--- src/rtl/urv_ahb_pkg.sv ---
`default_nettype none
// +----------------------------------------------------------------------+
// | Module   : urv_ahb_pkg                                               |
// | Purpose  : Shared AHB-Lite encodings and the data-phase FSM state    |
// |            type for the two-master arbiter.                          |
// | Ports    : none (package)                                            |
// | Revision : 1.0  initial release                                      |
// +----------------------------------------------------------------------+
package urv_ahb_pkg;

   localparam logic [1:0] HTRANS_IDLE   = 2'b00;
   localparam logic [1:0] HTRANS_NONSEQ = 2'b10;

   // Which master currently owns the slave data phase
   typedef enum logic [1:0] {
      ST_IDLE  = 2'd0,
      ST_DPH_I = 2'd1,
      ST_DPH_D = 2'd2
   } dph_state_t;

endpackage
`default_nettype wire

--- src/rtl/ahb_req_buf.sv ---
`default_nettype none
// +----------------------------------------------------------------------+
// | Module   : ahb_req_buf                                               |
// | Purpose  : One-entry holding buffer for an address phase that was    |
// |            accepted from a master but lost arbitration.              |
// | Ports    : clk, rst (async, active-high)                             |
// |            load      - capture req_addr/req_size/req_write           |
// |            clear     - entry issued to the slave, drop it            |
// |            valid     - entry is full                                 |
// |            addr/size/write - buffered address-phase controls         |
// | Revision : 1.0  initial release                                      |
// +----------------------------------------------------------------------+
module ahb_req_buf #(
   parameter int AW = 32
) (
   input  logic          clk,
   input  logic          rst,
   input  logic          load,
   input  logic          clear,
   input  logic [AW-1:0] req_addr,
   input  logic [2:0]    req_size,
   input  logic          req_write,
   output logic          valid,
   output logic [AW-1:0] addr,
   output logic [2:0]    size,
   output logic          write
);

   logic          r_valid;
   logic [AW-1:0] r_addr;
   logic [2:0]    r_size;
   logic          r_write;

   // clear and load never coincide: a master can only be accepted
   // while its buffer is empty.
   always_ff @(posedge clk or posedge rst) begin
      if (rst) begin
         r_valid <= 1'b0;
         r_addr  <= '0;
         r_size  <= '0;
         r_write <= 1'b0;
      end else if (clear) begin
         r_valid <= 1'b0;
      end else if (load) begin
         r_valid <= 1'b1;
         r_addr  <= req_addr;
         r_size  <= req_size;
         r_write <= req_write;
      end
   end

   assign valid = r_valid;
   assign addr  = r_addr;
   assign size  = r_size;
   assign write = r_write;

endmodule
`default_nettype wire

--- src/rtl/ahb_lite_arb2.sv ---
`default_nettype none
// +----------------------------------------------------------------------+
// | Module   : ahb_lite_arb2                                             |
// | Purpose  : Shares one AHB-Lite slave between an instruction master   |
// |            (I) and a data master (D). A master that loses the        |
// |            address phase is parked in its ahb_req_buf and stalled    |
// |            until that transfer completes its data phase.             |
// | Ports    : clk, rst (async, active-high)                             |
// |            haddr/htrans/hsize/hwrite/hwdata_{i,d}  master requests   |
// |            hrdata/hready/hresp_{i,d}               master returns    |
// |            haddr/htrans/hsize/hwrite/hwdata_s      slave request     |
// |            hrdata/hready/hresp_s                   slave return      |
// | Config   : URV_ARB_ROUND_ROBIN_EN - alternate winners on contention; |
// |            undefined gives fixed D-over-I priority.                  |
// | Revision : 1.0  initial release                                      |
// +----------------------------------------------------------------------+
module ahb_lite_arb2
   import urv_ahb_pkg::*;
#(
   parameter int AW = 32,
   parameter int DW = 32
) (
   input  logic          clk,
   input  logic          rst,
   input  logic [AW-1:0] haddr_i,
   input  logic [1:0]    htrans_i,
   input  logic [2:0]    hsize_i,
   input  logic          hwrite_i,
   input  logic [DW-1:0] hwdata_i,
   output logic [DW-1:0] hrdata_i,
   output logic          hready_i,
   output logic          hresp_i,
   input  logic [AW-1:0] haddr_d,
   input  logic [1:0]    htrans_d,
   input  logic [2:0]    hsize_d,
   input  logic          hwrite_d,
   input  logic [DW-1:0] hwdata_d,
   output logic [DW-1:0] hrdata_d,
   output logic          hready_d,
   output logic          hresp_d,
   output logic [AW-1:0] haddr_s,
   output logic [1:0]    htrans_s,
   output logic [2:0]    hsize_s,
   output logic          hwrite_s,
   output logic [DW-1:0] hwdata_s,
   input  logic [DW-1:0] hrdata_s,
   input  logic          hready_s,
   input  logic          hresp_s
);

   dph_state_t    r_state, w_state_nxt;

   logic          w_pend_i, w_pend_d;
   logic [AW-1:0] w_paddr_i, w_paddr_d;
   logic [2:0]    w_psize_i, w_psize_d;
   logic          w_pwrite_i, w_pwrite_d;

   logic          w_hready_i, w_hready_d;
   logic          w_live_i, w_live_d;
   logic          w_cand_i, w_cand_d;
   logic          w_sel_i, w_sel_d;
   logic          w_gnt_i, w_gnt_d;
   logic          w_pri_d;

   logic [AW-1:0] r_haddr_hold;
   logic [2:0]    r_hsize_hold;
   logic          r_hwrite_hold;

   // Master-side ready: the data-phase owner tracks the slave, the
   // other master is stalled only while it has a parked request.
   assign w_hready_i = (r_state == ST_DPH_I) ? hready_s : !w_pend_i;
   assign w_hready_d = (r_state == ST_DPH_D) ? hready_s : !w_pend_d;
   assign hready_i   = w_hready_i;
   assign hready_d   = w_hready_d;

   // A live request is one the master is handing over this cycle.
   assign w_live_i = !rst && (htrans_i == HTRANS_NONSEQ) && w_hready_i;
   assign w_live_d = !rst && (htrans_d == HTRANS_NONSEQ) && w_hready_d;

   // Buffered entry takes precedence; live and buffered are exclusive
   // because a full buffer forces the master's ready low.
   assign w_cand_i = w_pend_i || w_live_i;
   assign w_cand_d = w_pend_d || w_live_d;

`ifdef URV_ARB_ROUND_ROBIN_EN
   // Remembers the winner of the last contested grant (1 = D).
   // Reset value points at I so D wins the first contest.
   logic r_rr_last_d;

   always_ff @(posedge clk or posedge rst) begin
      if (rst) begin
         r_rr_last_d <= 1'b0;
      end else if (w_cand_i && w_cand_d && hready_s) begin
         r_rr_last_d <= w_sel_d;
      end
   end

   assign w_pri_d = !r_rr_last_d;
`else
   assign w_pri_d = 1'b1;
`endif

   assign w_sel_d = w_cand_d && (!w_cand_i || w_pri_d);
   assign w_sel_i = w_cand_i && !w_sel_d;
   assign w_gnt_d = w_sel_d && hready_s;
   assign w_gnt_i = w_sel_i && hready_s;

   ahb_req_buf #(.AW(AW)) u_buf_i (
      .clk       (clk),
      .rst       (rst),
      .load      (w_live_i && !w_gnt_i),
      .clear     (w_gnt_i && w_pend_i),
      .req_addr  (haddr_i),
      .req_size  (hsize_i),
      .req_write (hwrite_i),
      .valid     (w_pend_i),
      .addr      (w_paddr_i),
      .size      (w_psize_i),
      .write     (w_pwrite_i)
   );

   ahb_req_buf #(.AW(AW)) u_buf_d (
      .clk       (clk),
      .rst       (rst),
      .load      (w_live_d && !w_gnt_d),
      .clear     (w_gnt_d && w_pend_d),
      .req_addr  (haddr_d),
      .req_size  (hsize_d),
      .req_write (hwrite_d),
      .valid     (w_pend_d),
      .addr      (w_paddr_d),
      .size      (w_psize_d),
      .write     (w_pwrite_d)
   );

   // Slave address phase. The selected request is presented even while
   // the slave is stalled; it only counts as granted with hready_s high.
   always_comb begin
      htrans_s = HTRANS_IDLE;
      haddr_s  = r_haddr_hold;
      hsize_s  = r_hsize_hold;
      hwrite_s = r_hwrite_hold;
      if (w_sel_d) begin
         htrans_s = HTRANS_NONSEQ;
         haddr_s  = w_pend_d ? w_paddr_d  : haddr_d;
         hsize_s  = w_pend_d ? w_psize_d  : hsize_d;
         hwrite_s = w_pend_d ? w_pwrite_d : hwrite_d;
      end else if (w_sel_i) begin
         htrans_s = HTRANS_NONSEQ;
         haddr_s  = w_pend_i ? w_paddr_i  : haddr_i;
         hsize_s  = w_pend_i ? w_psize_i  : hsize_i;
         hwrite_s = w_pend_i ? w_pwrite_i : hwrite_i;
      end
   end

   // Keeps the slave address bus steady across idle cycles.
   always_ff @(posedge clk or posedge rst) begin
      if (rst) begin
         r_haddr_hold  <= '0;
         r_hsize_hold  <= '0;
         r_hwrite_hold <= 1'b0;
      end else if (w_sel_i || w_sel_d) begin
         r_haddr_hold  <= haddr_s;
         r_hsize_hold  <= hsize_s;
         r_hwrite_hold <= hwrite_s;
      end
   end

   always_ff @(posedge clk or posedge rst) begin
      if (rst) begin
         r_state <= ST_IDLE;
      end else begin
         r_state <= w_state_nxt;
      end
   end

   // Next data-phase owner plus data-phase steering.
   always_comb begin
      w_state_nxt = r_state;
      hwdata_s    = '0;
      hrdata_i    = '0;
      hrdata_d    = '0;
      hresp_i     = 1'b0;
      hresp_d     = 1'b0;
      if (hready_s) begin
         if (w_gnt_i) begin
            w_state_nxt = ST_DPH_I;
         end else if (w_gnt_d) begin
            w_state_nxt = ST_DPH_D;
         end else begin
            w_state_nxt = ST_IDLE;
         end
      end
      case (r_state)
         ST_DPH_I: begin
            hwdata_s = hwdata_i;
            hrdata_i = hrdata_s;
            hresp_i  = hresp_s;
         end
         ST_DPH_D: begin
            hwdata_s = hwdata_d;
            hrdata_d = hrdata_s;
            hresp_d  = hresp_s;
         end
         default: begin
         end
      endcase
   end

endmodule
`default_nettype wire

--- config.mk ---
export PLATFORM = sky130hd
export DESIGN_NAME = ahb_lite_arb2
export DESIGN_NICKNAME = d
export VERILOG_FILES = /design/src/rtl/urv_ahb_pkg.sv /design/src/rtl/ahb_req_buf.sv /design/src/rtl/ahb_lite_arb2.sv
export SDC_FILE = /design/constraint.sdc
export NUM_CORES = 1
export LEC_CHECK = 0
export ABC_AREA = 0
export CAP_MARGIN = 20
export CELL_PAD_IN_SITES_DETAIL_PLACEMENT = 0
export CELL_PAD_IN_SITES_GLOBAL_PLACEMENT = 1
export CORE_MARGIN = 1
export CORE_UTILIZATION = 33
export CTS_CLUSTER_SIZE = 20
export DETAILED_ROUTE_END_ITERATION = 8
export PLACE_DENSITY_LB_ADDON = 0.05
export SYNTH_ARGS = -nofsm -noshare
export SYNTH_HDL_FRONTEND = slang
export SYNTH_SLANG_ARGS = --single-unit
--- constraint.sdc ---
create_clock -name clk -period 10.8 [get_ports clk]
set_input_delay 3.24 -clock clk [delete_from_list [all_inputs] [get_ports clk]]
set_output_delay 3.24 -clock clk [all_outputs]
set_load 0.03 [all_outputs]
### Word level (Yosys, flattened, before mapping)

Index checks and enable logic that the tools add are counted.

| word-level totals | value |
|---|---|
| register bits after elaboration | 112 |

| operators by class | value |
|---|---|
| equal/unequal tests | 4 |
| multiplexer cells | 27 |
| reductions and logical operators | 24 |
| bitwise operators | 2 |

Operators with widths:

| operator | count |
|---|---|
| $mux 32 | 6 |
| $pmux 32 s2 | 1 |
| $mux 1 | 12 |
| $mux 3 | 4 |
| $logic_and 1x1->1 | 11 |
| $mux 2 | 4 |
| $eq 2x2->1 const B | 3 |
| $logic_not 1->1 | 6 |
| $reduce_and 2->1 | 2 |
| $reduce_bool 2->1 | 2 |
| $logic_or 1x1->1 | 3 |
| $eq 2x1->1 const B | 1 |
| $not 1->1 | 2 |

### Logic depth before layout (Yosys ltp)

Gate-level depths: netlist of run 1.

| logic depth | value |
|---|---|
| depth in word-level cells | 11 |
| mapped depth | 8 |
| mapped depth without buffers | 6 |

### Modules after synthesis

A second synthesis of run 1 with hierarchy kept.

| unflattened totals | value |
|---|---|
| cell total of the unflattened synthesis | 624 |
| area total of the unflattened synthesis | 6676.4 sq um |

By module, submodules not included:

| module | seq. area each (sq um) | instances | area an instance (sq um) | cells an instance |
|---|---|---|---|---|
| ahb_lite_arb2 | 950.9 | 1 | 3578.4 | 462 |
| ahb_req_buf | 925.9 | 2 | 1549.0 | 81 |

### Worst setup path after synthesis of run 1

Ideal clock, no wire load.

| timing path | value |
|---|---|
| path kind | input-to-output |
| start | input hready_s |
| end | output haddr_s[0] |
| data arrival time | 4962 ps |
| setup slack | 2598 ps |
| stages | 7 |
| cell sequence | buf_4 -> nand2b_1 -> buf_4 -> nand2_1 -> buf_2 -> mux2i_1 -> a221oi_1 |

| on the way | value |
|---|---|
| longest elaborated chain between the ends | 7 |
| elaborated cells between the ends (all ways) | 10 |
| classes of those cells | mux (4); reduce/logical (6) |

RTL lines:

| item | RTL line | source |
|---|---|---|
| from (decl) | ahb_lite_arb2.sv:47 | `input logic hready_s,` |
| $mux 1 | ahb_lite_arb2.sv:72 | `assign w_hready_d = (r_state == ST_DPH_D) ? hready_s : !w_pend_d;` |
| $logic_and 1x1->1 | ahb_lite_arb2.sv:78 | `assign w_live_d = !rst && (htrans_d == HTRANS_NONSEQ) && w_hready_d;` |
| $logic_or 1x1->1 | ahb_lite_arb2.sv:83 | `assign w_cand_d = w_pend_d \|\| w_live_d;` |
| $logic_not 1->1 | ahb_lite_arb2.sv:104 | `assign w_sel_i = w_cand_i && !w_sel_d;` |
| $logic_and 1x1->1 | ahb_lite_arb2.sv:104 |  |
| $mux 32 | ahb_lite_arb2.sv:148 | `end else if (w_sel_i) begin` |
| $mux 32 (*) | ahb_lite_arb2.sv:143 | `if (w_sel_d) begin` |
| to (decl) | ahb_lite_arb2.sv:41 | `output logic [AW-1:0] haddr_s,` |

Mark *: on every way between the ends. The rest lies on a longest branch, timed or not.

### Final worst setup path of run 1

| timing path | value |
|---|---|
| start | input hready_s |
| end | output hsize_s[1] |

| on the way | value |
|---|---|
| longest elaborated chain between the ends | 7 |
| elaborated cells between the ends (all ways) | 10 |
| classes of those cells | mux (4); reduce/logical (6) |

RTL lines:

| item | RTL line | source |
|---|---|---|
| $mux 1 | ahb_lite_arb2.sv:72 |  |
| $logic_and 1x1->1 | ahb_lite_arb2.sv:78 |  |
| $logic_or 1x1->1 | ahb_lite_arb2.sv:83 |  |
| $logic_not 1->1 | ahb_lite_arb2.sv:104 |  |
| $logic_and 1x1->1 | ahb_lite_arb2.sv:104 |  |
| $mux 3 | ahb_lite_arb2.sv:148 |  |
| $mux 3 (*) | ahb_lite_arb2.sv:143 |  |
| to (decl) | ahb_lite_arb2.sv:43 | `output logic [2:0] hsize_s,` |

Marks and branches as above.

==> reports/metrics.yaml, run 1 <==
die-area_um2: 20600
holdCritPathClass: "reg -> reg"
p_int_mw: 1.06
ys.flop_type: "dfrtp_1"
synth-xor-area-share_pct: 0
p_sw_share_pct: 36.3
cts_resized: 0
post-route-min-period_ps: 9770
start_kind: "input port"
synth-compound-area-share_pct: 25.2
path_max_fanout: 52
pwr-share-comb_pct: 45.3
cpMaxStageDelayCell: "clkdlybuf4s50_1"
dr.first_iter.drc_count: 363
netlist_instances: 664
pwr-share-clk_pct: 18.6
ys_types: 34
cp_common_cell: "clkdlybuf4s50_1"
outcome: "completed"
grt_pass1_vias: 6610
arrival_ps: 6530
fmax_mhz: 102
holdWs_ps: 496
die_x_um: 144
cp.required_ps: 7560
wl_per_cell_um: 20.2
synth-seq-cells: 112
finalCritPeriodShare_pct: 90.4
yosysSeqAreaShare_pct: 42.4
dpl-instance-area_um2: 9870
dp_hpwl_um: 17200
cts_tree: "built"
first_pass_iters: 5
area_growth_pct: 53.7
worstSkewPairLatency_ps: 360
power_density_nw_per_um2: 164
syn-cell-area_um2: 6620
gr-total-overflow: 0
clockBufferDepth: 2
cp-end-kind: "output pin"
antennaDiodeCount: 0
hold_violations: 0
synthArstFlopShare_pct: 100
syn-num-nets: 842
pin_count: 314
crit_chain: "clkdlybuf4s50_1 > nand2b_1 > and2_2 > buf_4 > a21oi_1 > a2bb2oi_1 > clkdlybuf4s50_1"
rsz0062_at_grt: "no"
grt_pass1_wl_um: 37200
gp_congestion: 0.873
finalClockSkew_ps: 7.75
avgViaCountPerCell: 5.39
switchingPower_uw: 606
grtUsageTotal_pct: 23.9
final_common_cell: "clkdlybuf4s50_1"
finalWirelength_um: 24300
io_buffers: 312
drc: 0
seqPwrFrac_pct: 36.1
path_class: "in -> out"
maxCapViolations: 0
mostFrequentLayoutCells: "312 x clkdlybuf4s50_1, 111 x dfrtp_1, 66 x and2_1, 50 x a21oi_1, 50 x a2bb2oi_1"
fin_setup_tns_ps: 0
numCtsBuffers: 9
die_h_um: 144
row_count: 51
antenna_found_initial: 1
cts_hold_buf: 0
crit_path_max_incr_delay_ps: 710
finalNetCount: 1111
synthSimpleGateAreaFrac_pct: 11.6
synth_edf_count: 0
ant_nets: 0
synthMuxAreaShare_pct: 14.1
synth-adder-area-share_pct: 0.378
worstMarginPinSlew_ps: 919
cts.sinks: 112
h-tree-depth: 3
stdcell_area_um2: 10200
slew-limit-headroom_pct: 38.8
clk_pin_slew_ps: 80
syn_area_per_cell_um2: 9.97
synth_top_family_by_area: "compound AO/OA/AOI/OAI gates"
clock-root-buffer: "clkbuf_16"
fin_ws_ps: 1030
grt_max_degree: 70
final_util_pct: 51.9
drive_above_1_share_pct: 8.86
start_util_pct: 33.8
dp_slack_ps: 1030
vdd_drop_max_mv: 0.0765
setup_violations: 0
leakage_nw: 4.09
final_max_slew_viol_count: 0
yosys_warnings: 0
dr_total_vias: 6476
fp.coreArea_um2: 19600
post-cts-setup-buffers: 0
## through the flow
stage / cells / power (mW)
floorplan: 664 / 1.07
detailed placement: 1185 / 1.37
global placement: 1185 / 1.35
CTS: 1200 / 1.68
finish: 1202 / 1.67
global route: 1202 / 1.76
## cell usage after synthesis (2+ instances only)
cell type | number | area share, %
buf_6 | 3 | 0.51
mux2_1 | 30 | 5.1
buf_1 | 2 | 0.11
o21a_1 | 2 | 0.23
mux2i_1 | 11 | 1.7
nor3_1 | 2 | 0.15
a22oi_1 | 32 | 3.6
nand2_1 | 2 | 0.11
nor2_1 | 45 | 2.6
nand2b_1 | 2 | 0.19
a31oi_1 | 25 | 2.4
and2_1 | 67 | 6.3
a21oi_1 | 50 | 3.8
buf_2 | 9 | 0.68
nor2b_1 | 11 | 1.0
a221o_1 | 25 | 3.8
mux2_2 | 43 | 7.3
clkbuf_1 | 47 | 2.7
dfrtp_1 | 112 | 42
o21ai_0 | 25 | 1.9
buf_4 | 6 | 0.68
a2bb2oi_1 | 50 | 6.6
a221oi_1 | 22 | 2.9
ha_1 | 2 | 0.38
inv_1 | 30 | 1.7
## worst max-delay path: cells and delay by family
kind	cells	cell delay, ps
simple gates	2	910
compound gates	2	390
buf+inv	3	1960
## area by class of cell
type	count	area (µm²)
clock inverter	6	36.3
fill	1778	9420
sequential	112	2800
timing repair buffer	325	3250
multi-input combinational	455	3410
inverter	30	115
clock buffer	9	225
tap	265	332
## layer usage
layer / part of all wire [%] / up-vias / wire [µm] / global-route usage [%]
li1: - / 2986 / - / -
met2: 51 / 250 / 12300 / 40.6
met4: 1.6 / 2 / 385 / 5.54
met3: 6.1 / 25 / 1480 / 5.83
met1: 42 / 3213 / 10100 / 30.4
met5: 0.037 / - / 9 / 0
## flip-flops by register name, indices dropped and copies added, names as in the netlist
name	cells
r_haddr_hold	32
r_hsize_hold	3
r_hwrite_hold	1
r_state	2
u_buf_d.addr	32
u_buf_d.size	3
u_buf_d.valid	1
u_buf_d.write	1
u_buf_i.addr	32
u_buf_i.size	3
u_buf_i.valid	1
u_buf_i.write	1
## power groups by stage
stage               logic (mW)  clock network, mW  registers (mW)
floorplan                0.475                  0           0.591
global placement         0.746                  0           0.608
detailed placement       0.754                  0           0.614
CTS                      0.759              0.319           0.607
global route             0.811              0.333           0.618
finish                   0.757              0.311           0.604
## final timing paths
check                      slack, ps                to  cells past startpoint             start
max in group asynchronous       6020     u_buf_i.valid                      3               rst
max                             1030        hsize_s[1]                      7          hready_s
min in group asynchronous       3490  r_haddr_hold[10]                      2               rst
max reg2reg                     7650   r_haddr_hold[6]                      8        r_state[0]
min reg2reg                      500  u_buf_d.addr[18]                      1  u_buf_d.addr[18]
min                              500  u_buf_d.addr[18]                      1  u_buf_d.addr[18]
## cell families (layout without fill, tap and decap cells)
group / count (synthesis) / after routing
AOI/OAI and AO/OA: 231 / 231
buffers and inverters: 97 / 370
other: 1 / 1
DFF: 112 / 112
muxes: 84 / 84
adders and majority gates: 2 / 2
and+or+nand+nor: 137 / 137
(Power assumes the default switching activity.)
==> run 2: changes to the inputs <==
- CELL_PAD_IN_SITES_DETAIL_PLACEMENT: 0 -> unset
- CELL_PAD_IN_SITES_GLOBAL_PLACEMENT: 1 -> unset
- CORE_UTILIZATION: 33 -> 45
- GPL_TIMING_DRIVEN: unset -> 0
==> run 2 against run 1 <==
  * Clock power grew 5%
  * Sequential share of layout area shrank 0.27 points
  * Setup slack gained 160 ps
  * Die area shrank 26%
  * Cell area grew 0.94%
  * Power grew 2.3%
  * Count of clock-buffer cells in the layout grew 3
  * Via count grew 7.3%
  * First-iteration DRC count grew 75%
  * Core utilization grew 21 points
  * Wire length grew 8.8%
  * Largest power group unchanged
==> reports/metrics.yaml, run 2 (synthesis gave the netlist of run 1 again) <==
antenna_found_initial: 1
die_h_um: 123
die-area_um2: 15200
die_x_um: 123
p_sw_share_pct: 37.0
p_int_mw: 1.08
dr.first_iter.drc_count: 634
dp_hpwl_um: 20500
pwr-share-clk_pct: 19.0
hold_violations: 0
holdWs_ps: 493
cp.required_ps: 7560
avgViaCountPerCell: 5.92
p_total_mw: 1.71
maxCapViolations: 0
worstMarginPinSlew_ps: 838
fin_setup_tns_ps: 0
clock-root-buffer: "clkbuf_16"
seqPwrFrac_pct: 35.3
worstSkewPairLatency_ps: 360
hold-path-cell-count: 1
post-route-min-period_ps: 9610
fmax_mhz: 104
numCtsBuffers: 9
io_buffers: 311
hp-start: "u_buf_d.addr[15]"
final_common_cell: "clkdlybuf4s50_1"
start_kind: "input port"
finalWirelength_um: 26400
arrival_ps: 6370
grt_pass1_vias: 6669
rsz0062_at_grt: "no"
path_max_fanout: 10
start_util_pct: 46.9
clockBufferDepth: 2
cts_resized: 0
vdd_drop_max_mv: 0.101
switchingPower_uw: 633
row_count: 43
pin_count: 314
ant_nets: 0
finalCritPeriodShare_pct: 89.0
first_pass_iters: 5
h-tree-depth: 3
slew-limit-headroom_pct: 43.7
setup_violations: 0
gr-total-overflow: 0
mostFrequentLayoutCells: "311 x clkdlybuf4s50_1, 112 x dfrtp_1, 67 x and2_1, 50 x a21oi_1, 50 x a2bb2oi_1"
grt_pass1_wl_um: 39000
cts_tree: "built"
leakage_nw: 4.17
r2r_slack_ps: 8490
min_to: "u_buf_d.addr[15]"
gp_congestion: 0.883
area_growth_pct: 55.1
reg2reg_from: "r_state[0]"
holdCritPathClass: "reg -> reg"
outcome: "completed"
wl_per_cell_um: 22.5
post-cts-setup-buffers: 0
grtUsageTotal_pct: 35.5
power_density_nw_per_um2: 167
drive_above_1_share_pct: 8.17
grt_max_degree: 98
drc: 0
final_max_slew_viol_count: 0
pwr-share-comb_pct: 45.7
reg2reg_to: "u_buf_i.addr[19]"
fp.coreArea_um2: 14100
path_class: "in -> out"
dr_total_vias: 6949
cts.sinks: 112
ff2ff_path_depth: 7
clk_pin_slew_ps: 70
finalNetCount: 1165
finalClockSkew_ps: 8.27
cp-end-kind: "output pin"
cts_hold_buf: 0
==> run 2: cell types whose count changed in the layout (fill, tap and decap cells not counted), sizes merged <==
cell,previous run,this run
clkdlybuf4s50,312,311
clkinvlp,1,2
buf,13,21
clkbuf,9,59
diode,0,1
clkinv,4,1
==> run 2: worst max-delay path by stage <==
stage           startpoint  cells after the start  slack (ps)     endpoint
4_1_cts                rst                      7        1240  haddr_s[23]
2_1_floorplan     hready_s                      7        2600   haddr_s[0]
6_report               rst                      7        1190  haddr_s[23]
3_3_place_gp   htrans_i[1]                      7        1310  haddr_s[23]
3_5_place_dp           rst                      7        1280  haddr_s[23]
5_1_grt                rst                      7        1190  haddr_s[25]
==> run 2: power by group through the flow <==
stage | combinational, mW | sequential [mW] | clock (mW)
3_5_place_dp | 0.774 | 0.608 | 0
3_3_place_gp | 0.762 | 0.602 | 0
2_1_floorplan | 0.475 | 0.591 | 0
4_1_cts | 0.778 | 0.601 | 0.325
6_report | 0.782 | 0.603 | 0.325
5_1_grt | 0.828 | 0.617 | 0.344
==> run 2: final cells by class <==
class	instances	area [µm²]
Multi-Input combinational cell	455	3390
Clock buffer	12	246
Antenna cell	1	2.50
Inverter	30	118
Fill cell	1127	3830
Sequential cell	112	2800
Timing Repair Buffer	312	3140
Tap cell	180	225
Clock inverter	4	28.8
Buffer	67	308
==> run 2: per-layer routing <==
metal	global-route usage [%]	vias up	wire length, µm	part of all wire, %
met5	0	-	0	0
met3	10.6	35	2730	10
met2	53.4	377	11800	45
met4	8.51	0	459	1.7
met1	50.0	3439	11400	43
li1	-	3098	-	-
==> run 2: metrics by stage <==
stage	setup WS (ps)	cell area (µm²)	utilization, %	cells
2_1_floorplan	2600	6620	-	664
3_3_place_gp	1310	9960	70.6	1155
3_5_place_dp	1280	9990	70.9	1156
4_1_cts	1240	10300	72.8	1172
5_1_grt	1190	10300	72.8	1172
6_report	1190	10300	72.8	1173
==> run 2: critical path, cell delays in order <==
cell and delay [ps]:
clkdlybuf4s50_1 550, nor3b_2 710, buf_2 370, a31oi_1 120
a221o_1 360, a2bb2oi_1 270, clkdlybuf4s50_1 750
